**src/rtl/maze_pkg.sv**
```systemverilog
// Shared constants for the maze map loader: ROM address map, coordinate
// byte fields, FSM state encoding and the row/column width.
package maze_pkg;

  localparam int unsigned RC_W = 3;

  localparam logic [3:0] ADDR_ROW0  = 4'd0;
  localparam logic [3:0] ADDR_START = 4'd8;
  localparam logic [3:0] ADDR_END   = 4'd9;
  localparam logic [3:0] ADDR_LAST  = 4'd9;

  localparam logic [2:0] ST_IDLE  = 3'd0;
  localparam logic [2:0] ST_FETCH = 3'd1;
  localparam logic [2:0] ST_DRAIN = 3'd2;
  localparam logic [2:0] ST_CHECK = 3'd3;
  localparam logic [2:0] ST_DONE  = 3'd4;

  // Coordinate byte: [7:6] reserved, [5:3] row, [2:0] col
  function automatic logic [RC_W-1:0] coord_row(input logic [7:0] b);
    return b[5:3];
  endfunction

  function automatic logic [RC_W-1:0] coord_col(input logic [7:0] b);
    return b[2:0];
  endfunction

  function automatic logic [1:0] coord_rsvd(input logic [7:0] b);
    return b[7:6];
  endfunction

endpackage

```
**src/rtl/maze_cell_mux.sv**
```systemverilog
// Combinational wall-map lookup: returns 1 when cell (row,col) is open.
module maze_cell_mux
  import maze_pkg::*;
(
  input  logic [63:0]     map,
  input  logic [RC_W-1:0] row,
  input  logic [RC_W-1:0] col,
  output logic            cell_open
);

  // Column c lives at bit 7-c of its row byte, and 7-c equals ~c for 3 bits
  always_comb begin
    cell_open = map[{row, ~col}];
  end

endmodule

```
**src/rtl/maze_map_loader.sv**
```systemverilog
// Loads a maze map from an external synchronous ROM (addresses 0..9),
// captures the wall map plus start/end records, and validates them.
module maze_map_loader
  import maze_pkg::*;
#(
  parameter int unsigned NUM_MAPS = 4,
  parameter int unsigned SEL_W    = 2
) (
  input  logic             clk,
  input  logic             rst_n,
  input  logic             load,
  input  logic [SEL_W-1:0] map_sel,
  output logic             busy,
  output logic             ready,
  output logic             err,
  output logic [SEL_W-1:0] rom_sel,
  output logic             rom_en,
  output logic [3:0]       rom_addr,
  input  logic [7:0]       rom_data,
  output logic [63:0]      maze_map,
  output logic [2:0]       start_row,
  output logic [2:0]       start_col,
  output logic [2:0]       end_row,
  output logic [2:0]       end_col,
  input  logic [2:0]       q_row,
  input  logic [2:0]       q_col,
  output logic             q_open
);

  if (NUM_MAPS > (1 << SEL_W)) begin : g_sel_check
    $error("map_sel is too narrow for NUM_MAPS");
  end

  logic [2:0] state;
  logic       cap_en;
  logic [3:0] cap_addr;
  logic [7:0] start_byte;
  logic [7:0] end_byte;
  logic       start_open;
  logic       end_open;
  logic       q_cell_open;
  logic       check_fail;

  // Sequencer: accepts load in IDLE/DONE, walks ROM addresses, then validates
  always_ff @(posedge clk or negedge rst_n) begin
    if (!rst_n) begin
      state    <= ST_IDLE;
      busy     <= 1'b0;
      ready    <= 1'b0;
      err      <= 1'b0;
      rom_sel  <= '0;
      rom_en   <= 1'b0;
      rom_addr <= ADDR_ROW0;
    end else begin
      case (state)
        ST_IDLE, ST_DONE: begin
          if (load) begin
            state    <= ST_FETCH;
            busy     <= 1'b1;
            ready    <= 1'b0;
            err      <= 1'b0;
            rom_sel  <= map_sel;
            rom_en   <= 1'b1;
            rom_addr <= ADDR_ROW0;
          end
        end
        ST_FETCH: begin
          if (rom_addr == ADDR_LAST) begin
            rom_en   <= 1'b0;
            rom_addr <= ADDR_ROW0;
            state    <= ST_DRAIN;
          end else begin
            rom_addr <= rom_addr + 4'd1;
          end
        end
        ST_DRAIN: begin
          state <= ST_CHECK;
        end
        ST_CHECK: begin
          err   <= check_fail;
          ready <= 1'b1;
          busy  <= 1'b0;
          state <= ST_DONE;
        end
        default: begin
          state    <= ST_IDLE;
          busy     <= 1'b0;
          ready    <= 1'b0;
          err      <= 1'b0;
          rom_en   <= 1'b0;
          rom_addr <= ADDR_ROW0;
        end
      endcase
    end
  end

  // Capture pipeline: ROM data arrives one cycle after its address was sampled
  always_ff @(posedge clk or negedge rst_n) begin
    if (!rst_n) begin
      cap_en     <= 1'b0;
      cap_addr   <= '0;
      maze_map   <= '0;
      start_byte <= '0;
      end_byte   <= '0;
    end else begin
      cap_en   <= rom_en;
      cap_addr <= rom_addr;
      if (cap_en) begin
        if (cap_addr < ADDR_START) begin
          maze_map[{cap_addr[2:0], 3'b000} +: 8] <= rom_data;
        end else if (cap_addr == ADDR_START) begin
          start_byte <= rom_data;
        end else if (cap_addr == ADDR_END) begin
          end_byte <= rom_data;
        end
      end
    end
  end

  maze_cell_mux u_start_mux (
    .map       (maze_map),
    .row       (coord_row(start_byte)),
    .col       (coord_col(start_byte)),
    .cell_open (start_open)
  );

  maze_cell_mux u_end_mux (
    .map       (maze_map),
    .row       (coord_row(end_byte)),
    .col       (coord_col(end_byte)),
    .cell_open (end_open)
  );

  maze_cell_mux u_query_mux (
    .map       (maze_map),
    .row       (q_row),
    .col       (q_col),
    .cell_open (q_cell_open)
  );

  // Validation of the captured start/end records and query gating
  always_comb begin
    check_fail = (coord_rsvd(start_byte) != 2'b00)
               | (coord_rsvd(end_byte) != 2'b00)
               | ~start_open
               | ~end_open
               | (start_byte == end_byte);
    q_open     = ready & q_cell_open;
    start_row  = coord_row(start_byte);
    start_col  = coord_col(start_byte);
    end_row    = coord_row(end_byte);
    end_col    = coord_col(end_byte);
  end

endmodule
```
**config.mk**
```make
export PLATFORM = sky130hd
export DESIGN_NAME = maze_map_loader
export DESIGN_NICKNAME = d
export VERILOG_FILES = /design/src/rtl/maze_pkg.sv /design/src/rtl/maze_cell_mux.sv /design/src/rtl/maze_map_loader.sv
export SDC_FILE = /design/constraint.sdc
export NUM_CORES = 1
export LEC_CHECK = 0
export BUFFER_PORTS_ARGS = -buffer_cell sky130_fd_sc_hd__buf_2
export CAP_MARGIN = 30
export CORE_MARGIN = 2
export CORE_UTILIZATION = 55
export CTS_CLUSTER_SIZE = 8
export DETAILED_ROUTE_END_ITERATION = 10
export GPL_TIMING_DRIVEN = 0
export PLACE_DENSITY = 0.88
export SLEW_MARGIN = 10
export SYNTH_ARGS = -nofsm -noshare
export SYNTH_HDL_FRONTEND = slang
export SYNTH_SLANG_ARGS = --single-unit
```
**constraint.sdc**
```tcl
create_clock -name clk -period 3.35 [get_ports clk]
set_input_delay 0.335 -clock clk [delete_from_list [all_inputs] [get_ports clk]]
set_output_delay 0.335 -clock clk [all_outputs]
set_load 0.05 [all_outputs]
```
Word-level counts from Yosys, hierarchy flattened
Cells that the tools add are included.
{ "totals": {"elab_cells": 78, "memories": 0, "regBits": 98, "mem_bits_ro": 0, "latch_bits": 0, "ram_bits": 0, "input_bits": 19, "output_inout_bits": 87} }
{ "op_classes": {"bitwise": 14, "div_mod_pow": 0, "reduce_logical": 14, "n_eq_ne": 10, "muxes": 20, "order_cmp": 4, "mul": 0, "n_addsub": 2, "shifts": 2} }
{ "op_table": {"columns": ["cell", "count"], "rows": [
  ["$bwmux W64", 1],
  ["$shift A8 B8 Y64 const A", 1],
  ["$shiftx A8 B8 Y64", 1],
  ["$lt A6 B7 Y1 const B", 3],
  ["$bmux W1 S6", 3],
  ["$eq A4 B4 Y1 const B", 3],
  ["$pmux W3 S4", 1],
  ["$pmux W4 S3", 1],
  ["$reduce_and A2 Y1", 5],
  ["$not A3 Y3", 3],
  ["$pmux W1 S3", 3],
  ["$eq A8 B8 Y1", 1],
  ["$mux W4", 2],
  ["$neg A6 Y8", 1],
  ["$eq A3 B2 Y1 const B", 2],
  ["$mux W1", 6],
  ["$mux W3", 2],
  ["$not A1 Y1", 6],
  ["$reduce_and A3 Y1", 2],
  ["$reduce_or A2 Y1", 3],
  ["$add A4 B1 Y4 const B", 1],
  ["$lt A4 B4 Y1 const B", 1],
  ["$ne A2 B2 Y1 const B", 2],
  ["$or A1 B1 Y1", 4],
  ["7 further kinds", 8]
]} }

Depth between registers and ports, before layout
{ "logic_depth": {"depth_word": 8, "mapped_depth": 9, "depth_no_buf": 7} }

Cells and area by module
A second synthesis with hierarchy kept.
{ "hier_totals": {"hier_cells": 511, "hier_area_um2": 6019.5} }
{ "modules_own_cells": {"columns": ["module", "n_inst", "cells_each", "seq_area_each_um2", "area_each_um2"], "rows": [
  ["maze_map_loader", 1, 325, 2452.4, 4217.8],
  ["maze_cell_mux", 3, 62, 0.0, 600.6]
]} }

Least setup slack after synthesis
No wires, ideal clock.
{ "synth_path": {"path_kind": "input to output", "from": "in q_col[1]", "to": "out q_open", "path_slack_ns": 0.719, "n_path_buf": 2, "arrival_ns": 2.296, "path_stages": 6, "required_time_ns": 3.015, "path_cell_list": "clkbuf_1 clkbuf_1 mux4_2 mux4_2 mux2_2 o211a_1"} }
{ "synth_between": {"elab_chain_len": 4} }
{ "synth_lines": {"columns": ["element", "line_no", "source"], "rows": [
  ["start: declaration", "maze_map_loader.sv:26", "input logic [2:0] q_col,"],
  ["$not A3 Y3", "maze_cell_mux.sv:13", "cell_open = map[{row, ~col}];"],
  ["$bmux W1 S6", "maze_cell_mux.sv:13", null],
  ["$mux W1 (not written as such)", "maze_cell_mux.sv:13", null],
  ["$and A1 B1 Y1", "maze_map_loader.sv:148", "q_open = ready & q_cell_open;"],
  ["end: declaration", "maze_map_loader.sv:27", "output logic q_open"]
]} }
No other way between the ends. The select of a mux whose other input is x is not followed.

Worst setup path after layout
Ends and elaborated chain as after synthesis.

==> metrics.yaml <==
clocking:
  root_buffer: "clkbuf_8"
  cts_tree: "built"
  h-tree-depth: 3
  clock_latency_ns: 0.39
  clock_path_buffers: 2
  path_clk_slew_ns: 0.09
  numCtsBuffers: 9
  ctsResizeCount: 0
  cts_setup_buffers: 0
  clock-sinks: 98
floorplanning:
  die_y_um: 106
  die-width_um: 106
  rows: 37
  start_util: 0.557
  io_pins: 106
  core_um2: 10200
  die_area_um2: 11100
power:
  ir_drop_mv: 0.755
  power.total_mw: 6.88
  cellLeakagePower_nw: 2.92
  power_density_nw_per_um2: 1040
layout:
  fin_util: 0.650
  nNetsFinal: 555
  drive_above_1_share: 0.457
  final_cell_mix: "dfrtp_1 (98), buf_2 (96), mux2_2 (80)"
  areaGrowthSynthToFinish_pct: 16.6
  final_common_cell: "dfrtp_1"
  fillers: 784
  antenna_cells: 0
logic_synthesis:
  seq_area_frac_synth: 0.432
  synth-main-ff-cell: "dfrtp_1"
  async_reset_ff_frac: 1.00
  ys_ff_latch: 98
  syn_area_um2: 5680
  ys_warn_count: 0
  syn_inst: 422
  ys_types: 46
  synth_nets: 446
  synth_edf_count: 0
  avgSynthCellArea_um2: 13.4
timing:
  setup_viol: 0
  max_slew_margin: 0.479
  setup_tns_ns: 0
  rsz0062_at_grt: "false"
  finalCritPeriodShare: 0.946
  worstMarginPinSlew_ns: 0.781
  maxSlewViolCount: 0
  max_clock_freq_mhz: 315
  hold_violations: 0
  final.min_clock_period_ns: 3.17
  skew_ns: 0.0158
global_route:
  gr-usage-met3: 0.0600
  grt_usage: 0.292
  grt_use_met1: 0.400
  antenna_found_initial: 0
  grt_pass1_vias: 4270
  busiest_layer: "met2"
  grt_pass1_wl_um: 24300
  grt_max_degree: 52
  grt_overflow: 0
  met2_usage: 0.444
worst_setup_path:
  cp_cell_sequence: "clkbuf_1, clkbuf_1, mux4_2, mux4_2, mux2_2, o211a_1, buf_2"
  cp-start-kind: "input pin"
  criticalPathCategory: "in2out"
  crit_fanout: 10
  cp_slowest_cell: "clkbuf_1"
  worstPathArrival_ns: 2.83
  cp-end-kind: "output pin"
  slowest_delay_ns: 0.57
  crit_required_ns: 3.01
route:
  routed_wl_um: 15900
  viasPerCell: 6.45
  wire_per_inst_um: 23.6
  vias: 4334
  drt-initial-drc-count: 357
  drt_first_pass_iters: 5
  remaining_drc_errors: 0
  ant_nets: 0
worst_hold_path:
  holdCritPathClass: "in2reg"
run:
  drv_cap: 0
outcome:
  status: "finished, final reports clean"
placement:
  dpl.hpwl_um: 11200
  numPortBuffers: 95
  routabilityCongestion: 0.973
==> kinds of logic (layout without fill, tap and decap cells) <==
logic type / after synthesis / count (layout) / synth area share
AO/OA/AOI/OAI: 43 / 43 / 0.0547
XOR/XNOR: 7 / 7 / 0.0108
adder cells (fa/ha/maj): 7 / 7 / 0.0146
buffers and inverters: 53 / 167 / 0.0492
flip-flops: 98 / 98 / 0.432
multiplexers: 141 / 141 / 0.374
AND/OR/NAND/NOR: 73 / 73 / 0.0646
==> layer usage <==
metal  share of wire  vias up  wire length, µm
met4           0.041        0              648
met5               0        -                0
li1                -     1824                -
met1            0.40     2197             6310
met2            0.48      260             7640
met3           0.079       53             1260
==> state kept, by name, summed over array words and instances (netlist names) <==
| name | count |
|---|---|
| rom_sel | 2 |
| busy | 1 |
| rom_en | 1 |
| ready | 1 |
| end_byte | 8 |
| start_byte | 8 |
| maze_map | 64 |
| state | 3 |
| rom_addr | 4 |
| cap_en | 1 |
| err | 1 |
| cap_addr | 4 |
==> final cells by class <==
type	count	area, µm²	area share
multi-input cells	271	2940	0.445
flip-flops and latches	98	2450	0.371
repair buffers	98	523	0.0790
plain buffers	45	249	0.0376
well taps	136	170	0.0257
clock buffers	10	138	0.0208
clock inverters	6	111	0.0168
inverters	8	30.0	0.00454
==> final timing paths <==
path	slack, ns	startpoint	cells past startpoint	end
max in group asynchronous	2.16	rst_n	3	maze_map[40]$_DFFE_PN0P_
worst max register to register	0.37	start_byte[1]$_DFFE_PN0P_	7	err$_DFFE_PN0P_
min in group asynchronous	0.52	rst_n	2	rom_sel[0]$_DFFE_PN0P_
worst max-delay path	0.18	q_col[1]	7	q_open
worst min-delay path	0.19	map_sel[1]	2	rom_sel[1]$_DFFE_PN0P_
worst min register to register	0.41	rom_en$_DFFE_PN0P_	0	cap_en$_DFF_PN0_
==> critical path, delay by kind of cell <==
family / cells / cell delay, ns
multiplexers: 3 / 1.17
AO/OA/AOI/OAI: 1 / 0.21
buffers and inverters: 3 / 1.11
==> cell usage after synthesis (7+ instances only) <==
master | number | area [µm²]
a22oi_1 | 7 | 52.6
a311oi_1 | 8 | 70.1
buf_1 | 10 | 37.5
buf_4 | 14 | 105
clkbuf_1 | 16 | 60.1
dfrtp_1 | 98 | 2450
inv_1 | 8 | 30.0
mux2_2 | 80 | 901
mux2i_1 | 16 | 160
mux4_1 | 13 | 342
mux4_2 | 32 | 721
nand2_1 | 26 | 97.6
nand3_1 | 10 | 50.1
nor2_1 | 8 | 30.0
nor2b_1 | 11 | 68.8
o21ai_0 | 12 | 60.1
==> through the flow <==
step / setup WS, ns / hold slack [ns] / std cells / cell area (µm²)
after global placement: 0.285 / 0.394 / 653 / 6320
after CTS: 0.219 / 0.180 / 671 / 6610
final: 0.180 / 0.189 / 672 / 6620
after detailed placement: 0.238 / 0.386 / 654 / 6350
after global routing: 0.124 / 0.194 / 672 / 6620
after floorplan: 0.719 / 0.0394 / 422 / 5680
==> what timing repair did <==
item	CTS	global route
endpoints found under the setup margin	0	0
hold buffers	1	0
hold endpoints to repair	26	0
==> power by group <==
group	leakage [nW]	switching, mW	total (mW)	internal (mW)
logic	1.59	2.40	3.68	1.27
clock network	0.123	0.425	0.943	0.517
registers	1.21	0.609	2.26	1.65
No activity file was read; power rests on OpenSTA's default activity.
